===== src/rtl/muldiv_unit.sv =====
// muldiv_unit: multi-cycle unsigned multiply/divide unit that retires its
// result into a register bank through a one-cycle write port.
//
// Ports:
//   clk, resetN          clock and asynchronous active-low reset
//   start, op, dstAddr   request, operation select, destination register
//   opA, opB             operands (bank read data), latched at accept
//   busy, done           operation in flight / one-cycle completion pulse
//   result               last retired result, held until the next writeback
//   write, wrAddr,
//   wrData               bank write port, active for one cycle per operation
//
// Timing: accept at edge k, iterate at edges k+1..k+32, select the result in
// the WB state and present it on the registered outputs during k+33..k+34.
// The unit is already back in IDLE during that output cycle, so a held start
// is accepted again at edge k+34 (one operation every 34 cycles).
module muldiv_unit #(
  parameter int unsigned WIDTH = 32,
  parameter int unsigned AW    = 5
) (
  input  logic             clk,
  input  logic             resetN,
  input  logic             start,
  input  logic [1:0]       op,
  input  logic [AW-1:0]    dstAddr,
  input  logic [WIDTH-1:0] opA,
  input  logic [WIDTH-1:0] opB,
  output logic             busy,
  output logic             done,
  output logic [WIDTH-1:0] result,
  output logic             write,
  output logic [AW-1:0]    wrAddr,
  output logic [WIDTH-1:0] wrData
);

  localparam int unsigned CW      = $clog2(WIDTH);
  localparam int unsigned AccW    = 2 * WIDTH;
  localparam logic [CW-1:0] LastIter = CW'(WIDTH - 1);

  typedef enum logic [1:0] {
    S_IDLE = 2'd0,
    S_RUN  = 2'd1,
    S_WB   = 2'd2
  } state_e;

  state_e             state_q, state_d;
  logic [CW-1:0]      cnt_q, cnt_d;
  logic [1:0]         op_q, op_d;
  logic [AW-1:0]      dst_q, dst_d;
  logic [WIDTH-1:0]   a_q, a_d;
  logic [WIDTH-1:0]   b_q, b_d;
  // Multiply: {high partial, multiplier}. Divide: low word is dividend/quotient.
  logic [AccW-1:0]    acc_q, acc_d;
  logic [WIDTH:0]     rem_q, rem_d;

  logic               busy_q, busy_d;
  logic               done_q, done_d;
  logic               write_q, write_d;
  logic [AW-1:0]      wr_addr_q, wr_addr_d;
  logic [WIDTH-1:0]   wr_data_q, wr_data_d;
  logic [WIDTH-1:0]   result_q, result_d;

  logic [WIDTH:0]     mul_sum;
  logic [AccW-1:0]    mul_next;
  logic [WIDTH:0]     div_trial;
  logic               div_ge;
  logic [WIDTH:0]     div_rem_next;
  logic [WIDTH-1:0]   div_quo_next;
  logic [WIDTH-1:0]   sel_result;

  // One shift-add step (LSB first) and one restoring-divide step (MSB first).
  always_comb begin
    mul_sum      = {1'b0, acc_q[AccW-1:WIDTH]} + (acc_q[0] ? {1'b0, a_q} : '0);
    mul_next     = {mul_sum, acc_q[WIDTH-1:1]};
    div_trial    = {rem_q[WIDTH-1:0], acc_q[WIDTH-1]};
    div_ge       = (div_trial >= {1'b0, b_q});
    div_rem_next = div_ge ? (div_trial - {1'b0, b_q}) : div_trial;
    div_quo_next = {acc_q[WIDTH-2:0], div_ge};
  end

  // Divide by zero needs no special case: every trial subtract succeeds,
  // giving an all-ones quotient and a remainder equal to the dividend.
  always_comb begin
    unique case (op_q)
      2'b00:   sel_result = acc_q[WIDTH-1:0];
      2'b01:   sel_result = acc_q[AccW-1:WIDTH];
      2'b10:   sel_result = acc_q[WIDTH-1:0];
      default: sel_result = rem_q[WIDTH-1:0];
    endcase
  end

  // Next-state and datapath control.
  always_comb begin
    state_d = state_q;
    cnt_d   = cnt_q;
    op_d    = op_q;
    dst_d   = dst_q;
    a_d     = a_q;
    b_d     = b_q;
    acc_d   = acc_q;
    rem_d   = rem_q;

    unique case (state_q)
      S_IDLE: begin
        if (start) begin
          state_d = S_RUN;
          cnt_d   = '0;
          op_d    = op;
          dst_d   = dstAddr;
          a_d     = opA;
          b_d     = opB;
          rem_d   = '0;
          acc_d   = {WIDTH'(0), (op[1] ? opA : opB)};
        end
      end
      S_RUN: begin
        cnt_d = cnt_q + CW'(1);
        if (op_q[1]) begin
          acc_d = {acc_q[AccW-1:WIDTH], div_quo_next};
          rem_d = div_rem_next;
        end else begin
          acc_d = mul_next;
        end
        if (cnt_q == LastIter) begin
          state_d = S_WB;
        end
      end
      S_WB: begin
        state_d = S_IDLE;
      end
      default: begin
        state_d = S_IDLE;
      end
    endcase
  end

  // Registered handshake and write-port outputs; the WB state loads them.
  always_comb begin
    busy_d    = (state_d != S_IDLE) || (state_q == S_WB);
    done_d    = (state_q == S_WB);
    write_d   = (state_q == S_WB) && (dst_q != '0);
    wr_addr_d = wr_addr_q;
    wr_data_d = wr_data_q;
    result_d  = result_q;
    if (state_q == S_WB) begin
      wr_addr_d = dst_q;
      wr_data_d = sel_result;
      result_d  = sel_result;
    end
  end

  always_ff @(posedge clk or negedge resetN) begin
    if (!resetN) begin
      state_q   <= S_IDLE;
      cnt_q     <= '0;
      op_q      <= '0;
      dst_q     <= '0;
      a_q       <= '0;
      b_q       <= '0;
      acc_q     <= '0;
      rem_q     <= '0;
      busy_q    <= 1'b0;
      done_q    <= 1'b0;
      write_q   <= 1'b0;
      wr_addr_q <= '0;
      wr_data_q <= '0;
      result_q  <= '0;
    end else begin
      state_q   <= state_d;
      cnt_q     <= cnt_d;
      op_q      <= op_d;
      dst_q     <= dst_d;
      a_q       <= a_d;
      b_q       <= b_d;
      acc_q     <= acc_d;
      rem_q     <= rem_d;
      busy_q    <= busy_d;
      done_q    <= done_d;
      write_q   <= write_d;
      wr_addr_q <= wr_addr_d;
      wr_data_q <= wr_data_d;
      result_q  <= result_d;
    end
  end

  assign busy   = busy_q;
  assign done   = done_q;
  assign write  = write_q;
  assign wrAddr = wr_addr_q;
  assign wrData = wr_data_q;
  assign result = result_q;

endmodule

===== config.mk =====
export PLATFORM = sky130hd
export DESIGN_NAME = muldiv_unit
export DESIGN_NICKNAME = d
export VERILOG_FILES = /design/src/rtl/muldiv_unit.sv
export SDC_FILE = /design/constraint.sdc
export NUM_CORES = 1
export LEC_CHECK = 0
export ABC_AREA = 1
export CORE_ASPECT_RATIO = 0.5
export CORE_MARGIN = 10
export CORE_UTILIZATION = 45
export CTS_CLUSTER_DIAMETER = 30
export CTS_CLUSTER_SIZE = 12
export DETAILED_ROUTE_END_ITERATION = 7
export GPL_TIMING_DRIVEN = 0
export PLACE_DENSITY = 0.8
export SLEW_MARGIN = 20
export SYNTH_ARGS = -nofsm -noshare
export SYNTH_HDL_FRONTEND = slang
export SYNTH_SLANG_ARGS = --single-unit
export TNS_END_PERCENT = 1

===== constraint.sdc =====
create_clock -name clk -period 2.4 [get_ports clk]
set_clock_uncertainty 0.05 [all_clocks]
set_input_delay 0.6 -clock clk [delete_from_list [all_inputs] [get_ports clk]]
set_output_delay 0.6 -clock clk [all_outputs]
set_load 0.005 [all_outputs]

Word level (Yosys, flattened, before mapping)
Cells that the tools add are included.
Widths: inputs -> output; s select.
Storage, ports and cells
  memories kept: 0
  RAM bits: 0
  output and inout port bits: 72
  bits in latches: 0
  memory bits (read-only): 0
  register bits after elaboration: 214
  input port bits: 74
Cells by class
  magnitude comparators: 1
  equal/unequal tests: 8
  muxes and demuxes: 15
  div/mod/pow operators: 0
  $add $sub $neg: 3
  reductions and logical operators: 12
  multiply operators: 0
  shift-type cells: 0
  bitwise operators: 0
Operator list (count)
  $mux 32: 5
  $mux 64: 2
  $pmux 32 s2: 2
  $pmux 64 s2: 1
  $add 32x32->33: 1
  $ge 33x32->1: 1
  $sub 32x32->32: 1
  $pmux 5 s2: 1
  $ne 2x2->1 const B: 3
  $reduce_and 3->1: 2
  $add 5x1->5 const B: 1
  $eq 5x5->1 const B: 1
  $mux 5: 1
  $reduce_bool 5->1: 1
  $eq 2x1->1 const B: 2
  $eq 2x2->1 const B: 2
  $logic_not 2->1: 2
  $mux 2: 2
  $pmux 2 s2: 1
  $reduce_and 2->1: 2
  $reduce_bool 2->1: 2
  $reduce_or 2->1: 1
  $logic_and 1x1->1: 1
  $logic_or 1x1->1: 1

Longest topological paths before layout
Gate-level depths: netlist (run 1).
  depth after elaboration: 5
  mapped depth: 18

Least setup slack after synthesis (run 1)
Ideal clock, no wire load.
  path type: register -> register
  start point: register acc_q[0]
  end point: register acc_q[59]
  clock period less this slack: 2.573 ns
  slack: -0.173 ns
  arrival: 2.405 ns
  stages on the path, launching flop included: 18
  cells stage by stage: dfrtp_1 clkbuf_1 clkbuf_1 nand2_1 inv_1 ha_1 inv_1 fa_1 o21ai_1 nand2_1 nand2_1 nand2_1 nand2_1 nand3_1 nand2_1 nand2_1 nand3_1 nand2_1
Between the ends
  cells in the longest elaborated chain, start to end: 4
RTL lines
  from (decl): line 53  | logic [AccW-1:0] acc_q, acc_d;
  from (signal assigned): line 160  | acc_q <= '0;
  from (signal assigned): line 175  | acc_q <= acc_d;
  $mux 32: line 73  | mul_sum = {1'b0, acc_q[AccW-1:WIDTH]} + (acc_q[0] ? {1'b0, a_q} : '0);
  $add 32x32->33: line 73
  $mux 64: line 118  | if (op_q[1]) begin
  $pmux 64 s2: line 103  | unique case (state_q)
Every way passes these cells. The select of a mux whose other input is x is not followed.
A chain may end at the register's enable or synchronous reset.

Worst setup path in the final report (run 1)
  start point: register acc_q[0]
  end point: register acc_q[57]
The elaborated chain is that of the path after synthesis.

==> impl_results.md, run 1 <==
- Fin cells: 2877
- Critical Path AT: 2.78 ns
- Htree depth: 2
- Placer Congestion: 1.00
- Asr flop ratio synth: 1.00
- Mapped Cells: 2208
- Failing checks: setup timing
- Post-route cell area: 0.0195 sq mm
- First-pass DRT Iterations: 6
- Proportion of layout cells with a drive suffix above 1: 0.145
- Max Root-Sink Buffers: 3
- Crit path kind: reg -> reg
- Most frequent cells in the layout: 629 x nand2_1, 358 x inv_1, 206 x dfrtp_1
- First-pass GRT wire length: 84200 um
- Rel. slew slack: 0.510
- CTS buffer count: 36
- Clock transition at path regs: 0.05 ns
- CTS tree: yes
- GRT Overall Usage: 0.256
- Post-synth EDFFs: 0
- Max-Cap Viols: 0
- Syn Area/Cell: 6.68 sq um
- Setup violators final: 3
- WL/cell: 19.4 um
- RSZ-0062 raised after global routing: yes
- Fin worst setup slack: -0.0179 ns
- Yosys cell types: 40
- Worst Path Required: 2.76 ns
- FF-to-FF End: acc_q[57]
- Nets: 2557
- Sw Share: 0.500
- Yosys warns: 0
- Initial antenna violation count: 2
- IO Port Bufs: 145
- Row cnt: 46
- Number of routed nets with antenna violations: 0
- Clock Sinks: 214
- Via/cell ratio: 5.57
- Area delta synth->final: 32.2%
- Int Power: 0.0164 W
- Core Footprint: 0.0320 sq mm
- Reg2Reg Depth: 16
- Critical R2R Launch: acc_q[0]
- Crit path launch type: flop
- Chip width: 276 um
- Slew @ Worst Pin: 0.735 ns
- Vias in the first global route: 15.5k
- Final period util: 1.01
- Grt ovf: 0
- Slew Limit Fails: 0
- Die height: 148 um
- Area post-placement: 0.0168 sq mm
- Clock Power Share: 0.172
- Area of the die: 0.0409 sq mm
- Top achievable clock speed: 414 MHz
- Dpl ws: -0.559 ns
- CP Capture Type: flop
- Initial DRC count: 1693
- Ys flop type: dfrtp_1
- R2r setup slk: -0.02 ns
- Worst-path maximum fanout: 10
- Clock Latency Late Sink: 0.54 ns
- Most common cell after layout, fill and taps aside: nand2_1
- Syn Nets: 2350
- Total power: 0.0328 W
- CP endpoint: acc_q[57]
- Switching power: 0.0164 W
- Cells after DPL: 2787
- Post-DP HPWL: 41400 um
- Starting Density: 0.461
- VDD IR-drop max: 0.854 mV
- WL final: 55700 um
- Root Driver: clkbuf_16
- Synth Register Bits: 214
- Logic pwr share: 0.624
- Final Critical Period: 2.42 ns
- Outcome: finished, violations left
- I/O pin count: 146
- Sequential Power Share: 0.205
- Final hold viol count: 0
- P per Cell Area: 1680 mW/mm^2
- Post-Syn Area: 0.0148 sq mm
- DR DRC count: 0
- Largest net degree at the start of global routing: 95
- Worst setup path start: acc_q[0]
- Hold crit path type: reg -> reg
- Leak: 9.72 nW
- DR vias: 16.0k
- Sequential area share after synthesis: 0.363
critical path, cell delays in order, from the launching register on:
cell,delay [ns]
dfrtp_1,0.38
buf_8,0.14
buf_4,0.17
nand2_1,0.08
inv_1,0.08
ha_4,0.32
nand2_1,0.12
o21ai_4,0.22
nand2_2,0.09
nand2_2,0.10
nand2_2,0.07
nand2_4,0.10
nand3_4,0.09
nand3_2,0.09
nand2_1,0.05
nand3_1,0.07
nand2_1,0.07
power groups by stage:
stage	logic (W)	clock network, W	registers [W]
global placement	0.0167	0	0.00642
global route	0.0225	0.00582	0.00686
finish	0.0205	0.00563	0.00672
CTS	0.0179	0.00565	0.00649
floorplan	0.0123	0	0.00601
detailed placement	0.0170	0	0.00645
synthesized netlist by cell type (14+ instances only):
library cell,number,area [sq um]
inv_1,366,1370
a22oi_1,14,105
o22ai_1,42,263
nand2_1,674,2530
nor3_1,17,85.1
buf_4,32,240
a21oi_1,145,726
dfrtp_1,214,5360
a31oi_1,16,100
clkbuf_1,53,199
o21ai_0,184,921
nor2_1,120,450
ha_1,66,826
nand3_1,134,671
stage by stage:
| step | setup TNS [ns] | util | hold slack [ns] |
|---|---|---|---|
| 2_1_floorplan | 0 | - | 0.254 |
| 3_3_place_gp | -1862.82 | 0.524 | 0.411 |
| 3_5_place_dp | -36.24 | 0.525 | 0.416 |
| 4_1_cts | -0.0689 | 0.579 | 0.436 |
| 5_1_grt | -1.72 | 0.609 | 0.460 |
| 6_report | -0.0313 | 0.609 | 0.434 |
sequential cells by signal, indices dropped and copies added (netlist names):
signal / count
a_q: 32
acc_q: 64
b_q: 32
busy: 1
cnt_q: 5
done: 1
dst_q: 5
op_q: 2
rem_q: 32
result: 32
state_q: 2
wrAddr: 5
write: 1
how the worst min path moves through the flow:
stage                         from  endpoint  slack [ns]  cells after the start
after floorplan             resetN    a_q[0]        0.25                      0
after global placement    cnt_q[3]  cnt_q[3]        0.41                      1
after detailed placement   a_q[10]   a_q[10]        0.42                      2
after CTS                  a_q[30]   a_q[30]        0.44                      2
after global routing       a_q[30]   a_q[30]        0.46                      2
final                      a_q[23]   a_q[23]        0.43                      2
repair_timing:
item,CTS,global route
hold buffers,1,0
gates resized for setup,69,213
pin swaps,6,22
buffers inserted,10,10
endpoints found under the setup margin,60,61
gates cloned,1,0
endpoints found under the hold margin,28,0
layout make-up:
cell class | instances | area [sq um]
Fill cell | 2768 | 12500
Antenna cell | 2 | 5.00
Clock buffer | 43 | 967
Inverter | 372 | 1400
Tap cell | 432 | 541
Clock inverter | 23 | 343
Timing Repair Buffer | 169 | 1690
Buffer | 112 | 651
Sequential cell | 214 | 5370
Multi-Input combinational cell | 1510 | 8540
layer usage:
metal  wire length (um)  share of wire  GRT usage
met4               1860          0.033     0.0881
met1              22400           0.40      0.321
met2              25900           0.47      0.423
met3               5520          0.099     0.0641
met5                  0              0          0
kinds of logic after synthesis:
kind of cell,count (synthesis),synth area share
and+or+nand+nor,990,0.275
buffers and inverters,484,0.134
AOI/OAI and AO/OA,436,0.160
DFF,214,0.363
adders and majority gates,68,0.0587
xor gates and xnor gates,15,0.00890
muxes,1,0.000678
(Power assumes the default switching activity.)
==> inputs of run 2 (changes only) <==
--- a/config.mk
+++ b/config.mk
@@ -14,7 +14,8 @@
 export DETAILED_ROUTE_END_ITERATION = 7
 export GPL_TIMING_DRIVEN = 0
 export PLACE_DENSITY = 0.8
-export SLEW_MARGIN = 20
+export SETUP_SLACK_MARGIN = 0.05
+export SLEW_MARGIN = 30
 export SYNTH_ARGS = -nofsm -noshare
 export SYNTH_HDL_FRONTEND = slang
 export SYNTH_SLANG_ARGS = --single-unit
==> impl_results.md, run 2 (synthesis results as in run 1) <==
- WL final: 54900 um
- Area post-placement: 0.0168 sq mm
- Max Root-Sink Buffers: 3
- Root Driver: clkbuf_16
- Logic pwr share: 0.625
- I/O pin count: 146
- Nets: 2565
- RSZ-0062 raised after global routing: yes
- Most common cell after layout, fill and taps aside: nand2_1
- Row cnt: 46
- Final hold viol count: 11
- Starting Density: 0.461
- Max-Cap Viols: 0
- CTS tree: yes
- DR vias: 15.9k
- Hold buffers post-CTS: 0
- Area of the die: 0.0409 sq mm
- Sequential Power Share: 0.206
- Slowest-stage cell, CP: dfrtp_1
- Post-DP HPWL: 41400 um
- Largest stage delay, worst path: 0.38 ns
- Setup_tns: 0 ns
- CTS buffer count: 36
- Via/cell ratio: 5.50
- Final Core Density: 0.608
- VDD IR-drop max: 0.762 mV
- Total power: 0.0325 W
- Proportion of layout cells with a drive suffix above 1: 0.148
- Clock Latency Late Sink: 0.54 ns
- Outcome: finished, violations left
- Largest net degree at the start of global routing: 84
- Failing checks: hold timing
- First-pass DRT Iterations: 6
- Biggest register: acc_q
- Final Critical Period: 2.37 ns
- Number of routed nets with antenna violations: 0
- WL/cell: 19.0 um
- Setup violators final: 0
- GRT Overall Usage: 0.254
- Slew Limit Fails: 0
- Post-route cell area: 0.0195 sq mm
- Die height: 148 um
- Vias in the first global route: 15.3k
- Leak: 9.72 nW
- Area delta synth->final: 31.9%
- Htree depth: 2
- Clock Power Share: 0.169
- Clock Sinks: 214
- Fin cells: 2883
- Worst Path Required: 2.82 ns
- Crit path launch type: flop
- DR DRC count: 0
- Chip width: 276 um
- Hold crit path type: in -> async
- Int Power: 0.0163 W
- Crit path kind: reg -> reg
- Rel. slew slack: 0.464
- CP Capture Type: flop
- Cells after DPL: 2787
- Core Footprint: 0.0320 sq mm
- First-pass GRT wire length: 83700 um
- Initial DRC count: 1613
- Sw Share: 0.499
- P per Cell Area: 1670 mW/mm^2
- Final period util: 0.988
- Critical Path AT: 2.79 ns
- Grt ovf: 0
- Initial antenna violation count: 2
- Top achievable clock speed: 422 MHz
- Clock transition at path regs: 0.06 ns
- Most frequent cells in the layout: 631 x nand2_1, 358 x inv_1, 206 x dfrtp_1
- Placer Congestion: 1.00
- Max reg flops: 64
- Slew @ Worst Pin: 0.804 ns
- Worst-path maximum fanout: 10
- Switching power: 0.0162 W
- Final hold slack: -0.0148 ns
- IO Port Bufs: 145
- Critical-path cell list: buf_8 > buf_4 > nand2_1 > inv_1 > ha_4 > nand2_1 > o21ai_2 > inv_1 > nand2_4 > nand2_4 > nand2_4 > nand2_2 > nand2_4 > nand2_2 > nand2_2 > nand2_2 > nand2_1
==> run 2: cell count changes in the layout (fill, tap and decap cells not counted), sizes merged <==
cell         delta
buf             +9
clkbuf          -4
clkinv          +4
bufinv          -1
clkinvlp        -1
dlygate4sd3     -1
==> run 2: path summary, 6_finish.rpt <==
check | from | endpoint | slack, ns | cells past startpoint
worst max register to register | acc_q[0] | acc_q[63] | 0.03 | 17
max in group asynchronous | resetN | rem_q[21] | 1.10 | 3
worst max-delay path | acc_q[0] | acc_q[63] | 0.03 | 17
min in group clk | a_q[4] | a_q[4] | 0.43 | 2
worst min-delay path | resetN | acc_q[38] | -0.01 | 1
worst min register to register | a_q[4] | a_q[4] | 0.43 | 2
==> run 2: power by group through the flow <==
stage                     Sequential, W  Combinational, W  Clock (W)
after detailed placement        0.00645            0.0170          0
after floorplan                 0.00601            0.0123          0
after global routing            0.00684            0.0224    0.00569
after global placement          0.00642            0.0167          0
final                           0.00671            0.0203    0.00549
after CTS                       0.00650            0.0180    0.00550
==> run 2: what timing repair did <==
action,4_1_cts,5_1_grt
setup buffers,16,13
gates cloned,1,0
endpoints found under the setup margin,60,58
pin swaps,10,28
gates resized for setup,79,194
==> run 2: layout make-up <==
type	instances	area, sq um
fillers	2801	12500
diodes	2	5.00
clock inverters	25	333
plain buffers	112	644
flip-flops and latches	214	5370
inverters	372	1400
clock buffers	39	942
well taps	432	541
repair buffers	177	1740
multi-input cells	1510	8500
==> run 2: critical path, delay by kind of cell (launching register included) <==
family                     cells  cell delay [ns]
AOI/OAI and AO/OA              1             0.21
and+or+nand+nor               11             0.86
buffers and inverters          4             0.47
DFF                            1             0.38
adders and majority gates      1             0.30
==> run 2: per-layer routing <==
metal,up-vias,track usage,part of all wire
met1,7517,0.334,0.42
met3,124,0.0411,0.089
li1,7451,-,-
met2,767,0.418,0.46
met4,0,0.0843,0.031
met5,-,0,0
==> run 2: through the flow <==
stage / setup WS [ns] / hold slack, ns
after CTS: 0.0218 / 0.0150
after global routing: -0.126 / 0.0402
after global placement: -8.57 / 0.411
final: 0.0281 / -0.0148
after detailed placement: -0.538 / 0.416
after floorplan: 0.0585 / 0.254
==> variant 1, RTL diff (flow settings as in run 1) <==
Reset style: synchronous (`resetN`), changed in one clocked block. Comments in the files are not updated.
--- a/src/rtl/muldiv_unit.sv
+++ b/src/rtl/muldiv_unit.sv
@@ -150,5 +150,5 @@
   end
 
-  always_ff @(posedge clk or negedge resetN) begin
+  always_ff @(posedge clk) begin
     if (!resetN) begin
       state_q   <= S_IDLE;
Check against the original RTL: differs if resetN is asserted again (counterexample within 4 cycles, from zero or initial values and one cycle with resetN low); with resetN held inactive, the same outputs for 10 cycles.
==> variant 1 against run 1 <==
- sequential cell count stayed put
- routed wire length is 4.1% lower
- die area decreased by 4.6%
- count of clock-buffer cells in the layout increased by 2
- design area down 7.3%
- setup slack gained 32 ps
- area after synthesis decreased by 5.2%
Power is not compared: it rests on default switching activity, and its combinational part moved more than twofold at a synthesized area within 25%.
==> variant 1: results (changes against run 1) <==
pre_cts_slack_ps: -709.1  # -149.8 ps
port-buffer-count: 143  # -1.4%
synth.area.top_cells: "dfxtp_1, nand2_1, a21oi_1, inv_1, o21ai_0"
dp_hpwl_um: 41180  # -0.48%
slew-limit-headroom_pct: 43.51  # -7.5 points
hp-start: "cnt_q[3]"
cp_max_fo: 10  # unchanged
routed_via_density: 5.561  # -0.20%
place_congestion: 1.002  # +0.14%
syn-num-nets: 2344  # -0.26%
nNetsFinal: 2538  # -0.74%
max_stage_delay_ps: 380  # about the same
reg2reg_depth: 13  # -3
ys_types: 44  # +10%
synthFlopType: "dfxtp_1"
ir_drop_mv: 0.4159
drtIter0Drc: 1829  # +8.0%
powerDensity_nw_per_um2: 623.4
slowest_stage: "dfxtp_4"
synthArstFlopShare_pct: 0  # -100 points
clk_latency_ps: 520  # -20 ps
synth_common_cells: "nand2_1, inv_1, a21oi_1"
cts_made_buffers: 39  # +8.3%
status: "finished, final reports clean"
antenna_found_initial: 1  # -1
drive_above_1_share_pct: 12.74  # -1.8 points
final_cell_count_no_fill: 2849  # -0.97%
grt_max_degree: 13  # -86%
grtUsageTotal_pct: 25.67  # +0.11 points
drtPass1Iterations: 6  # unchanged
nFillCells: 2712  # -2.0%
wl_per_cell_um: 18.75  # -3.2%
ctsLongestPathBuffers: 3  # unchanged
h-tree-depth: 2  # unchanged
yosysSeqAreaShare_pct: 30.62  # -5.7 points
synth_area_per_cell_um2: 6.354  # -4.9%
crit_start: "acc_q[0]"
grt_pass1_vias: 14830  # -4.5%
place_inst: 2768  # -0.68%
arrival_ps: 2770  # about the same
grt_pass1_wl_um: 80400  # -4.5%
variant 1: changes by cell type in the layout (fill, tap and decap cells not counted), moves of 20 or more:
cell | before | now
o221ai_1 | 0 | 22
nand3b_1 | 9 | 35
dfxtp_1 | 0 | 202
clkbuf_1 | 51 | 84
a21oi_1 | 116 | 205
dfrtp_1 | 206 | 0
o22ai_1 | 42 | 22
inv_1 | 358 | 288
o21ai_0 | 162 | 197
nor2_1 | 95 | 191
nand2_1 | 629 | 457
ha_4 | 42 | 17
variant 1: area by class of cell:
| type | count | area share, % |
|---|---|---|
| clock buffer | 45 | 5.755 |
| antenna | 1 | 0.01384 |
| multi-input combinational | 1549 | 47.07 |
| tap | 423 | 2.926 |
| clock inverter | 25 | 1.716 |
| buffer | 137 | 4.012 |
| timing repair buffer | 154 | 8.467 |
| inverter | 301 | 6.247 |
| sequential | 214 | 23.80 |
variant 1: worst paths after layout:
path	slack, ps	end
worst min register to register	420	cnt_q[3]
worst min-delay path	420	cnt_q[3]
worst max register to register	10	acc_q[54]
worst max-delay path	10	acc_q[54]
variant 1: repair_timing:
| item | in CTS | in global routing |
|---|---|---|
| gates cloned | 0 | 1 |
| endpoints found under the hold margin | 0 | 0 |
| resized for setup | 26 | 171 |
| buffers inserted | 2 | 8 |
| pin swaps | 2 | 19 |
| setup endpoints to repair | 35 | 92 |
variant 1: metal layers:
| layer | vias up | track usage [%] | wire length [µm] |
|---|---|---|---|
| met5 | - | 0 | 0 |
| met4 | 0 | 10.47 | 2186 |
| li1 | 7604 | - | - |
| met1 | 7286 | 32.87 | 22140 |
| met3 | 173 | 3.866 | 4773 |
| met2 | 779 | 43.16 | 24310 |
variant 1: cells by family after synthesis:
family / count (synthesis) / share of synthesized area (%)
simple gates: 918 / 27.88
fa+ha+maj: 68 / 6.188
compound gates: 548 / 21.33
xor+xnor: 15 / 0.9390
buf+inv: 439 / 13.05
flops: 214 / 30.62
variant 1: critical path, delay by kind of cell, from the launching register on:
family / cells / cell delay (ps)
adders and majority gates: 1 / 360
and+or+nand+nor: 7 / 720
DFF: 1 / 380
AOI/OAI and AO/OA: 3 / 550
buffers and inverters: 2 / 240
variant 1: metrics by stage:
step | hold WS [ps] | area (µm²)
final | 415.6 | 18090
after detailed placement | 405.2 | 15960
after global routing | 443.0 | 18090
after global placement | 396.4 | 15960
after floorplan | 385.3 | 14000
after CTS | 412.2 | 17390
variant 1: where the power goes:
| part | internal [W] | switching [W] |
|---|---|---|
| logic | 0.000587 | 0.00114 |
| clock network | 0.00370 | 0.00201 |
| registers | 0.00373 | 0.000120 |
==> variant 2, RTL diff (config.mk and constraints of run 1) <==
Made on the original files. Change the parameter `AW` from 5 to 4.
--- a/src/rtl/muldiv_unit.sv
+++ b/src/rtl/muldiv_unit.sv
@@ -17,5 +17,5 @@
 module muldiv_unit #(
   parameter int unsigned WIDTH = 32,
-  parameter int unsigned AW    = 5
+  parameter int unsigned AW    = 4
 ) (
   input  logic             clk,
Interface: changed (resized dstAddr and wrAddr); port bits go from 146 to 144. No check against the original RTL was run, so the function may have changed too.
==> variant 2 against run 1 <==
- the flow still finishes with violations (setup timing)
- routed wire length fell by 1.2%
- non-clock buffer count decreased by 10
- sequential cell count shrank 2
- setup slack worse by 38 ps
- design area decreased by 2.3%
- hold slack worse by 2.2 ps
- global-route usage is 0.15 points higher
- via count is 3.6% lower
- combinational power shrank 5%
- power is 2.5% lower
- count of clock-buffer cells in the layout decreased by 1
- area after synthesis down 1.9%
- die area decreased by 1.7%
==> variant 2: results (changes against run 1) <==
violations: "setup timing"
grt_pass1_wl_um: 82040  # -2.5%
drtIter0Drc: 1820  # +7.5%
cts_made_buffers: 39  # +8.3%
grt_pass1_vias: 14450  # -7.0%
yosysSeqAreaShare_pct: 36.65  # +0.35 points
final_cell_count_no_fill: 2796  # -2.8%
arrival_ps: 2830  # +50 ps
grtUsageMet2_pct: 40.76  # -1.5 points
slowest_stage: "fa_2"
use_met1_pct: 33.33  # +1.2 points
r2r_setup_slack_ps: -60  # -40 ps
status: "finished with violations"
seq_power_share_pct: 20.7  # +0.2 points
slew-limit-headroom_pct: 52.53  # +1.6 points
ir_drop_mv: 0.7115  # -17%
grt_max_degree: 90  # -5.3%
wl_met1_um: 21940  # -2.1%
dp_hpwl_um: 41110  # -0.66%
worstHoldEndpoint: "a_q[8]"
dpl-instance-area_um2: 16500  # -1.9%
drive_above_1_share_pct: 13.75  # -0.78 points
pre_cts_slack_ps: -533.6  # +25.66 ps
routed_via_density: 5.526  # -0.81%
ys_types: 45  # +13%
power_switching_w: 0.01592  # -3.1%
fin_tns_setup_ps: -254.1  # -222.9 ps
wl_per_cell_um: 19.67  # +1.6%
hp-start: "a_q[8]"
cell_internal_pwr_w: 0.01610  # -1.8%
nFillCells: 2760  # -0.29%
dr_wl_met3_um: 6014  # +8.9%
cp_max_fo: 7  # -3
finalSetupViolCount: 8  # +5
p_leak_nw: 9.400  # -3.3%
synth_common_cells: "nand2_1, inv_1, dfrtp_1"
port-buffer-count: 142  # -2.1%
synth_cells: 2130  # -3.5%
clk-power_w: 0.00590  # +4.8%
drtPass1Iterations: 8  # +2
antenna_found_initial: 1  # -1
wl_met2_um: 25220  # -2.6%
met3_usage_pct: 7.032  # +0.62 points
fin_ws_ps: -55.94  # -38.00 ps
synth.area.top_cells: "dfrtp_1, nand2_1, inv_1, o21ai_0, ha_1"
clk_latency_ps: 570  # +30 ps
finalInstanceArea_um2: 19060  # -2.3%
syn-num-nets: 2271  # -3.4%
variant 2: cell type report:
cell class / count / area, µm² / area share, %
Antenna cell: 1 / 2.502 / 0.01313
Buffer: 109 / 626.9 / 3.290
Clock buffer: 42 / 1007 / 5.286
Clock inverter: 29 / 377.9 / 1.983
Inverter: 325 / 1220 / 6.402
Multi-Input combinational cell: 1484 / 8338 / 43.76
Sequential cell: 212 / 5320 / 27.92
Tap cell: 432 / 540.5 / 2.837
Timing Repair Buffer: 162 / 1623 / 8.516
variant 2: repair_timing:
item                                    CTS  global route
gates resized for setup                  69           162
setup buffers                            10             6
cloned                                    0             1
hold endpoints to repair                 59             0
hold buffers                              1             0
endpoints found under the setup margin   62            58
pin swaps                                 5            30
variant 2: cell families after synthesis:
kind of cell	count (synthesis)	synth area share [%]
fa+ha+maj	68	5.981
compound gates	436	16.37
buf+inv	434	12.33
simple gates	962	27.56
flops	212	36.65
mux	1	0.06915
xor+xnor	17	1.029
